### config.mk
export PLATFORM = sky130hd
export DESIGN_NAME = onewire_scratchpad_rx_flat
export DESIGN_NICKNAME = d
export VERILOG_FILES = /design/src/rtl/onewire_pkg.sv /design/src/rtl/onewire_scratchpad_rx_if.sv /design/src/rtl/onewire_crc8.sv /design/src/rtl/onewire_scratchpad_rx.sv /design/src/flat_wrapper.sv
export SDC_FILE = /design/constraint.sdc
export NUM_CORES = 1
export LEC_CHECK = 0
export ABC_AREA = 1
export BUFFER_PORTS_ARGS = -buffer_cell sky130_fd_sc_hd__buf_2
export CORE_ASPECT_RATIO = 0.6
export CORE_MARGIN = 1.5
export CORE_UTILIZATION = 62
export CTS_CLUSTER_SIZE = 28
export DETAILED_ROUTE_END_ITERATION = 10
export PLACE_DENSITY = 0.95
export SLEW_MARGIN = 20
export SYNTH_ARGS = -nofsm -noshare
export SYNTH_HDL_FRONTEND = slang
export SYNTH_HIERARCHICAL = 1
export SYNTH_SLANG_ARGS = --single-unit
### constraint.sdc
create_clock -name clk -period 4.14 [get_ports clk]
set_input_delay 0.207 -clock clk [delete_from_list [all_inputs] [get_ports clk]]
set_output_delay 0.207 -clock clk [all_outputs]
set_load 0.02 [all_outputs]
### src/rtl/onewire_pkg.sv
// ---------------------------------------------------------------------------
// onewire_pkg
// Shared definitions for the 1-Wire scratchpad receiver slice:
//   - receiver FSM state encoding
//   - reflected Dallas/Maxim CRC8 polynomial (x^8 + x^5 + x^4 + 1)
//   - default scratchpad length and system clock frequency
//   - saturating 4-bit bit-counter increment helper
// No ports (package).
// ---------------------------------------------------------------------------
package onewire_pkg;

    localparam int unsigned CLK_HZ                = 27_000_000;
    localparam int unsigned DEFAULT_SCRATCH_BYTES = 9;
    localparam logic [7:0]  CRC_POLY_REFLECTED    = 8'h8C;

    typedef enum logic [1:0] {
        ST_IDLE,
        ST_READ,
        ST_GAP,
        ST_CHECK
    } rx_state_t;

    // Sticks at 15 so a runaway read stage cannot wrap back to a legal 8.
    function automatic logic [3:0] bit_cnt_inc(input logic [3:0] cnt);
        return (cnt == 4'hF) ? cnt : cnt + 4'd1;
    endfunction

endpackage

### src/rtl/onewire_scratchpad_rx_if.sv
// ---------------------------------------------------------------------------
// onewire_scratchpad_rx_if
// Bundles the request/read-stage/result signals of the scratchpad receiver.
//   start        host -> rx   one-cycle frame request
//   read_enable  rx -> stage  enable for the upstream per-byte read stage
//   bit_strobe   stage -> rx  one-cycle sample pulse
//   bit_in       stage -> rx  synchronised line level
//   byte_done    stage -> rx  level, 8 slots finished
//   busy         rx -> host   receiver not idle
//   temp_raw     rx -> host   {byte1, byte0} of last frame
//   crc_ok       rx -> host   last frame CRC residue was zero
//   frame_err    rx -> host   last frame had a short/long byte
//   data_valid   rx -> host   one-cycle result-update pulse
// Modports: slave = receiver side, master = host / read-stage side.
// ---------------------------------------------------------------------------
interface onewire_scratchpad_rx_if;

    logic        start;
    logic        read_enable;
    logic        bit_strobe;
    logic        bit_in;
    logic        byte_done;
    logic        busy;
    logic [15:0] temp_raw;
    logic        crc_ok;
    logic        frame_err;
    logic        data_valid;

    modport slave (
        input  start,
        input  bit_strobe,
        input  bit_in,
        input  byte_done,
        output read_enable,
        output busy,
        output temp_raw,
        output crc_ok,
        output frame_err,
        output data_valid
    );

    modport master (
        output start,
        output bit_strobe,
        output bit_in,
        output byte_done,
        input  read_enable,
        input  busy,
        input  temp_raw,
        input  crc_ok,
        input  frame_err,
        input  data_valid
    );

endinterface

### src/rtl/onewire_crc8.sv
// ---------------------------------------------------------------------------
// onewire_crc8
// Bit-serial Dallas CRC8, LSB-first, reflected polynomial 0x8C.
// Running the whole frame including the trailing CRC byte leaves zero
// in the register when the frame is intact.
//   clk     in   system clock
//   rst     in   synchronous active-high reset
//   clear   in   zero the register (wins over enable)
//   enable  in   advance by one bit this cycle
//   bit_in  in   data bit to absorb
//   crc     out  8-bit CRC register
// ---------------------------------------------------------------------------
module onewire_crc8
    import onewire_pkg::*;
(
    input  logic       clk,
    input  logic       rst,
    input  logic       clear,
    input  logic       enable,
    input  logic       bit_in,
    output logic [7:0] crc
);

    logic fb;

    always_comb begin
        fb = crc[0] ^ bit_in;
    end

    always_ff @(posedge clk) begin
        if (rst) begin
            crc <= '0;
        end else if (clear) begin
            crc <= '0;
        end else if (enable) begin
            crc <= (crc >> 1) ^ (fb ? CRC_POLY_REFLECTED : 8'h00);
        end
    end

endmodule

### src/rtl/onewire_scratchpad_rx.sv
// ---------------------------------------------------------------------------
// onewire_scratchpad_rx
// Collects a NUM_BYTES scratchpad frame (LSB byte first, LSB bit first)
// from an upstream 1-Wire read stage, checks the CRC and per-byte bit
// counts, and publishes the raw temperature word.
//   clk  in   system clock (27 MHz)
//   rst  in   synchronous active-high reset
//   bus  slave modport of onewire_scratchpad_rx_if (see interface header)
// Parameter:
//   NUM_BYTES  bytes per frame, must be >= 2
// ---------------------------------------------------------------------------
module onewire_scratchpad_rx
    import onewire_pkg::*;
#(
    parameter int unsigned NUM_BYTES = DEFAULT_SCRATCH_BYTES
) (
    input  logic                    clk,
    input  logic                    rst,
    onewire_scratchpad_rx_if.slave  bus
);

    if (NUM_BYTES < 2) begin : g_bad_num_bytes
        $error("onewire_scratchpad_rx: NUM_BYTES must be at least 2");
    end

    // Guarded so an illegal NUM_BYTES reports the error above rather than
    // tripping over a zero-width index first.
    localparam int unsigned            IDX_W    = (NUM_BYTES < 2) ? 1 : $clog2(NUM_BYTES);
    localparam logic [IDX_W-1:0]       LAST_IDX = IDX_W'(NUM_BYTES - 1);

    rx_state_t          state;
    logic [IDX_W-1:0]   byte_idx;
    logic [3:0]         bit_cnt;
    logic [7:0]         shreg;
    logic [7:0]         buffer [NUM_BYTES];
    logic               err_acc;
    logic               gap_cnt;

    logic               strobe_rd;
    logic [7:0]         shreg_nxt;
    logic [3:0]         cnt_nxt;
    logic               crc_clear;
    logic [7:0]         crc;

    // Next shift/count values include a strobe arriving in the same cycle
    // as byte_done, so that bit lands in the stored byte and the count.
    always_comb begin
        strobe_rd = (state == ST_READ) && bus.bit_strobe;
        shreg_nxt = shreg;
        cnt_nxt   = bit_cnt;
        if (strobe_rd) begin
            shreg_nxt = {bus.bit_in, shreg[7:1]};
            cnt_nxt   = bit_cnt_inc(bit_cnt);
        end
        crc_clear = (state == ST_IDLE) && bus.start;
    end

    onewire_crc8 u_crc (
        .clk    (clk),
        .rst    (rst),
        .clear  (crc_clear),
        .enable (strobe_rd),
        .bit_in (bus.bit_in),
        .crc    (crc)
    );

    always_ff @(posedge clk) begin
        if (rst) begin
            state           <= ST_IDLE;
            byte_idx        <= '0;
            bit_cnt         <= '0;
            shreg           <= '0;
            err_acc         <= 1'b0;
            gap_cnt         <= 1'b0;
            for (int unsigned i = 0; i < NUM_BYTES; i++) begin
                buffer[i] <= '0;
            end
            bus.read_enable <= 1'b0;
            bus.busy        <= 1'b0;
            bus.temp_raw    <= '0;
            bus.crc_ok      <= 1'b0;
            bus.frame_err   <= 1'b0;
            bus.data_valid  <= 1'b0;
        end else begin
            bus.data_valid <= 1'b0;

            case (state)
                ST_IDLE: begin
                    if (bus.start) begin
                        state           <= ST_READ;
                        byte_idx        <= '0;
                        bit_cnt         <= '0;
                        shreg           <= '0;
                        err_acc         <= 1'b0;
                        bus.read_enable <= 1'b1;
                        bus.busy        <= 1'b1;
                    end
                end

                ST_READ: begin
                    shreg   <= shreg_nxt;
                    bit_cnt <= cnt_nxt;
                    if (bus.byte_done) begin
                        buffer[byte_idx] <= shreg_nxt;
                        if (cnt_nxt != 4'd8) begin
                            err_acc <= 1'b1;
                        end
                        bit_cnt         <= '0;
                        bus.read_enable <= 1'b0;
                        if (byte_idx == LAST_IDX) begin
                            state <= ST_CHECK;
                        end else begin
                            byte_idx <= byte_idx + 1'b1;
                            gap_cnt  <= 1'b0;
                            state    <= ST_GAP;
                        end
                    end
                end

                // Two cycles with read_enable low give the read stage time
                // to drop byte_done before the next byte starts.
                ST_GAP: begin
                    if (gap_cnt) begin
                        state           <= ST_READ;
                        bus.read_enable <= 1'b1;
                    end else begin
                        gap_cnt <= 1'b1;
                    end
                end

                ST_CHECK: begin
                    bus.temp_raw   <= {buffer[1], buffer[0]};
                    bus.crc_ok     <= (crc == 8'h00);
                    bus.frame_err  <= err_acc;
                    bus.data_valid <= 1'b1;
                    bus.busy       <= 1'b0;
                    state          <= ST_IDLE;
                end

                default: begin
                    state <= ST_IDLE;
                end
            endcase
        end
    end

endmodule

### src/flat_wrapper.sv
// flat-port wrapper written by rule: the top's interface ports become plain ports
module onewire_scratchpad_rx_flat import onewire_pkg::*;
#(
    parameter int unsigned NUM_BYTES = DEFAULT_SCRATCH_BYTES
)
  (clk, rst, bus_start, bus_bit_strobe, bus_bit_in, bus_byte_done, bus_read_enable, bus_busy, bus_temp_raw, bus_crc_ok, bus_frame_err, bus_data_valid);
  onewire_scratchpad_rx_if bus_i ();
  input  logic clk;
  input  logic rst;
  input wire logic [$bits(bus_i.start)-1:0] bus_start;
  input wire logic [$bits(bus_i.bit_strobe)-1:0] bus_bit_strobe;
  input wire logic [$bits(bus_i.bit_in)-1:0] bus_bit_in;
  input wire logic [$bits(bus_i.byte_done)-1:0] bus_byte_done;
  output wire logic [$bits(bus_i.read_enable)-1:0] bus_read_enable;
  output wire logic [$bits(bus_i.busy)-1:0] bus_busy;
  output wire logic [$bits(bus_i.temp_raw)-1:0] bus_temp_raw;
  output wire logic [$bits(bus_i.crc_ok)-1:0] bus_crc_ok;
  output wire logic [$bits(bus_i.frame_err)-1:0] bus_frame_err;
  output wire logic [$bits(bus_i.data_valid)-1:0] bus_data_valid;
  assign bus_i.start = bus_start;
  assign bus_i.bit_strobe = bus_bit_strobe;
  assign bus_i.bit_in = bus_bit_in;
  assign bus_i.byte_done = bus_byte_done;
  assign bus_read_enable = bus_i.read_enable;
  assign bus_busy = bus_i.busy;
  assign bus_temp_raw = bus_i.temp_raw;
  assign bus_crc_ok = bus_i.crc_ok;
  assign bus_frame_err = bus_i.frame_err;
  assign bus_data_valid = bus_i.data_valid;
  onewire_scratchpad_rx #(.NUM_BYTES(NUM_BYTES)) u_core (.clk(clk), .rst(rst), .bus(bus_i));
endmodule
==> flow_metrics.env <==
export IMPL_status="finished clean"
export IMPL_layout_drive_gt1_share_pct=15.5
export IMPL_initial_core_util_pct=65.7
export IMPL_die_extent_in_y_um=54.5
export IMPL_row_count=18
export IMPL_worst_slew_margin_relative_to_its_limit_pct=60.2
export IMPL_syn_avg_cell_area_um2=8.48
export IMPL_layout_cell_area_non_filler_um2=3080
export IMPL_drt_pass1_iter_count=7
export IMPL_sequential_share_of_power_pct=49.2
export IMPL_synth_async_sr_flop_share_pct=0
export IMPL_post_synth_inst_count=323
export IMPL_ys_ff_latch=65
export IMPL_timing_critical_path_to_type="flip-flop"
export IMPL_antenna_left=0
export IMPL_startpoint_type="flip-flop"
export IMPL_cts_path_max_buffers=2
export IMPL_synth_edf_count=16
export IMPL_critical_path_top_delay_family="simple AND/OR/NAND/NOR gates"
export IMPL_synth_area_um2=2740
export IMPL_number_of_global_route_vias_before_repair=1985
export IMPL_antenna_cells_inserted=0
export IMPL_synth_distinct_cells=31
export IMPL_post_cts_sizing_count=0
export IMPL_input_output_buffers=26
export IMPL_maxCapViolCount=0
export IMPL_slowest_delay_ns=0.47
export IMPL_cts_sinks=65
export IMPL_grt_usage_pct=27.1
export IMPL_area_growth_pct=12.4
export IMPL_power_leakage_nw=1.29
export IMPL_power_per_cell_area_nw_per_um2=463
export IMPL_cts_made_buffers=9
export IMPL_postSynthNetCount=333
export IMPL_worstSetupPathDepth=5
export IMPL_die_area_um2=4840
export IMPL_worst_endpoint_required_ns=4.22
export IMPL_grt_antenna_before_repair=0
export IMPL_dp_final_hpwl_mm=4.08
export IMPL_p_sw_uw=392
export IMPL_instance_area_after_placement_um2=2880
export IMPL_layout_min_cycle_time_ns=2.13
export IMPL_met2_wl_mm=2.55
export IMPL_cts_max_level=3
export IMPL_layout_cells_most_common_list="nor2_1, dfxtp_1, nand2_1"
export IMPL_cts_hold_buffers_added=0
export IMPL_detail_route_wl_per_cell_um=14.4
export IMPL_peak_supply_drop_uv=550
export IMPL_path_cells="inv_2, nand3_1, inv_1, o21ai_0, nor2_1"
export IMPL_dr_iter_0_viols=236
export IMPL_clk_transition_reported_paths_ns=0.07
export IMPL_clock_fmax_mhz=469
export IMPL_grt_pass1_wl_mm=9.32
export IMPL_setup_tns_ns=0
export IMPL_setup_fix_bufs_post_cts=0
export IMPL_drt_drc_violations_left=0
export IMPL_global_route_overflow_total=0
export IMPL_rsz_0062_raised_after_global_routing="false"
export IMPL_drt_wl_total_mm=5.94
export IMPL_fp_dieW_um=88.8
export IMPL_setup_violations_final=0
export IMPL_routed_via_count=2331
export IMPL_grt_max_degree=23
export IMPL_min_period_over_period_pct=51.5
export IMPL_most_common_cell_after_layout_fill_and_taps_aside="nor2_1"
export IMPL_detailroute_wirelength_met3_um=588
export IMPL_netSwitchingFraction_pct=27.6
export IMPL_yosys_warnings=6
export IMPL_clock_power_share_pct=37.2
export IMPL_core_region_area_um2=4170
export IMPL_worst_endpoint_arrival_ns=2.21
export IMPL_share_of_power_burned_in_combinational_logic_pct=13.6
export IMPL_hold_path_class="in2reg"
export IMPL_avgViaCountPerCell=5.63
export IMPL_wirelength_met1_mm=2.71
export IMPL_internal_power_mw=1.03
export IMPL_yosysSeqAreaShare_pct=53.4
export IMPL_maxSlewViolCount=0
export IMPL_finalNetCount=359
export IMPL_criticalPathCategory="reg2reg"
export IMPL_insertion_delay_ns=0.35
export IMPL_cts_root_buf="clkbuf_8"
export IMPL_hold_violations=0
export IMPL_top_layer="met4"
export IMPL_worstRegToRegCells=5
export IMPL_timing_critical_path_buf_inv=2
export IMPL_io_pin_count=27
export IMPL_tritoncts="built"
export IMPL_timing_critical_path_slowest_stage_cell="o21ai_0"
export IMPL_yosys_most_used_dff="dfxtp_1"
export IMPL_timing_hold_worst_path_depth=3
export IMPL_finalWeightedCongestion=0.913
export IMPL_actual_transition_at_the_worst_max_transition_pin_ns=0.597
export IMPL_critical_path_max_fanout=14
export IMPL_clock_skew_ns=0.00967
-- Yosys cell counts, types with 2 or more instances --
cell | number | share of area (%)
nor2_1 | 74 | 10
dfxtp_1 | 49 | 36
nand2_1 | 48 | 6.6
inv_1 | 24 | 3.3
o21ai_0 | 24 | 4.4
nand3_1 | 17 | 3.1
a21oi_1 | 16 | 2.9
edfxtp_1 | 16 | 18
mux2i_1 | 6 | 2.2
o21a_1 | 6 | 1.6
clkbuf_1 | 5 | 0.69
ha_1 | 4 | 1.8
nor3_1 | 4 | 0.73
a211oi_2 | 3 | 1.4
buf_2 | 3 | 0.55
nand4_1 | 3 | 0.69
a211oi_1 | 2 | 0.55
a21oi_2 | 2 | 0.64
a2bb2oi_1 | 2 | 0.64
buf_6 | 2 | 0.82
inv_2 | 2 | 0.27
nand3_2 | 2 | 0.73
-- worst reg2reg max path, stage by stage (launching register included) --
cell and delay [ns]:
dfxtp_1 0.43, inv_2 0.09, nand3_1 0.38, inv_1 0.39, o21ai_0 0.48, nor2_1 0.11
-- cell type report --
class	count	area, µm²
clock inverter	5	56.3
tap	60	75.1
multi-input combinational	220	1110
timing repair buffer	26	130
clock buffer	11	141
inverter	27	104
fill	297	1090
sequential	65	1460
-- through the flow --
stage | total power, mW | instances | util (%) | setup WS (ns) | hold slack [ns]
floorplan | 0.856 | 323 | - | 2.56 | 0.365
CTS | 1.43 | 414 | 73.8 | 2.06 | 0.180
global placement | 0.893 | 398 | 69.1 | 2.22 | 0.451
finish | 1.42 | 414 | 73.8 | 2.01 | 0.197
global route | 1.48 | 414 | 73.8 | 1.83 | 0.187
detailed placement | 0.900 | 398 | 69.1 | 2.10 | 0.458
-- power groups by stage --
stage | Sequential [mW] | Combinational, mW | Clock [mW]
after global placement | 0.713 | 0.179 | 0
after CTS | 0.701 | 0.189 | 0.540
after detailed placement | 0.715 | 0.186 | 0
after global routing | 0.705 | 0.211 | 0.565
after floorplan | 0.725 | 0.131 | 0
final | 0.701 | 0.193 | 0.530
-- cells by family (layout without fill, tap and decap cells) --
| logic type | after synthesis | in the layout | synth area share, % |
|---|---|---|---|
| DFF | 65 | 65 | 53.4 |
| muxes | 6 | 6 | 2.19 |
| xor gates and xnor gates | 1 | 1 | 0.320 |
| adders and majority gates | 4 | 4 | 1.83 |
| buffers and inverters | 38 | 69 | 6.12 |
| AOI/OAI and AO/OA | 55 | 55 | 12.2 |
| and+or+nand+nor | 154 | 154 | 24.0 |
-- path summary, 6_finish.rpt --
kind                                     start                                 to  slack, ns
hold / removal                   bus_byte_done       u_core/state[1]$_SDFFE_PP0P_       0.20
setup / recovery  u_core/state[1]$_SDFFE_PP0P_  u_core/buffer[1][0]$_SDFFCE_PN0P_       2.01
hold reg to reg   u_core/bus.busy$_SDFFE_PP0P_       u_core/bus.busy$_SDFFE_PP0P_       0.47
setup reg to reg  u_core/state[1]$_SDFFE_PP0P_  u_core/buffer[1][0]$_SDFFCE_PN0P_       2.01
-- flip-flops by register name, summed over array words and instances, names as in the netlist, 2 cells and up --
register and cells:
u_core/buffer 16, u_core/bit_cnt 4, u_core/shreg 8, u_core/byte_idx 4, u_core/state 2, u_core/u_crc/crc 8
u_core/bus.temp_raw 16
-- metal layers --
metal / vias to the layer above / GRT usage, %
li1: 1112 / -
met1: 1076 / 37.1
met2: 134 / 40.3
met3: 9 / 11.2
met4: 0 / 7.03
met5: - / 0
(Power assumes the default switching activity.)
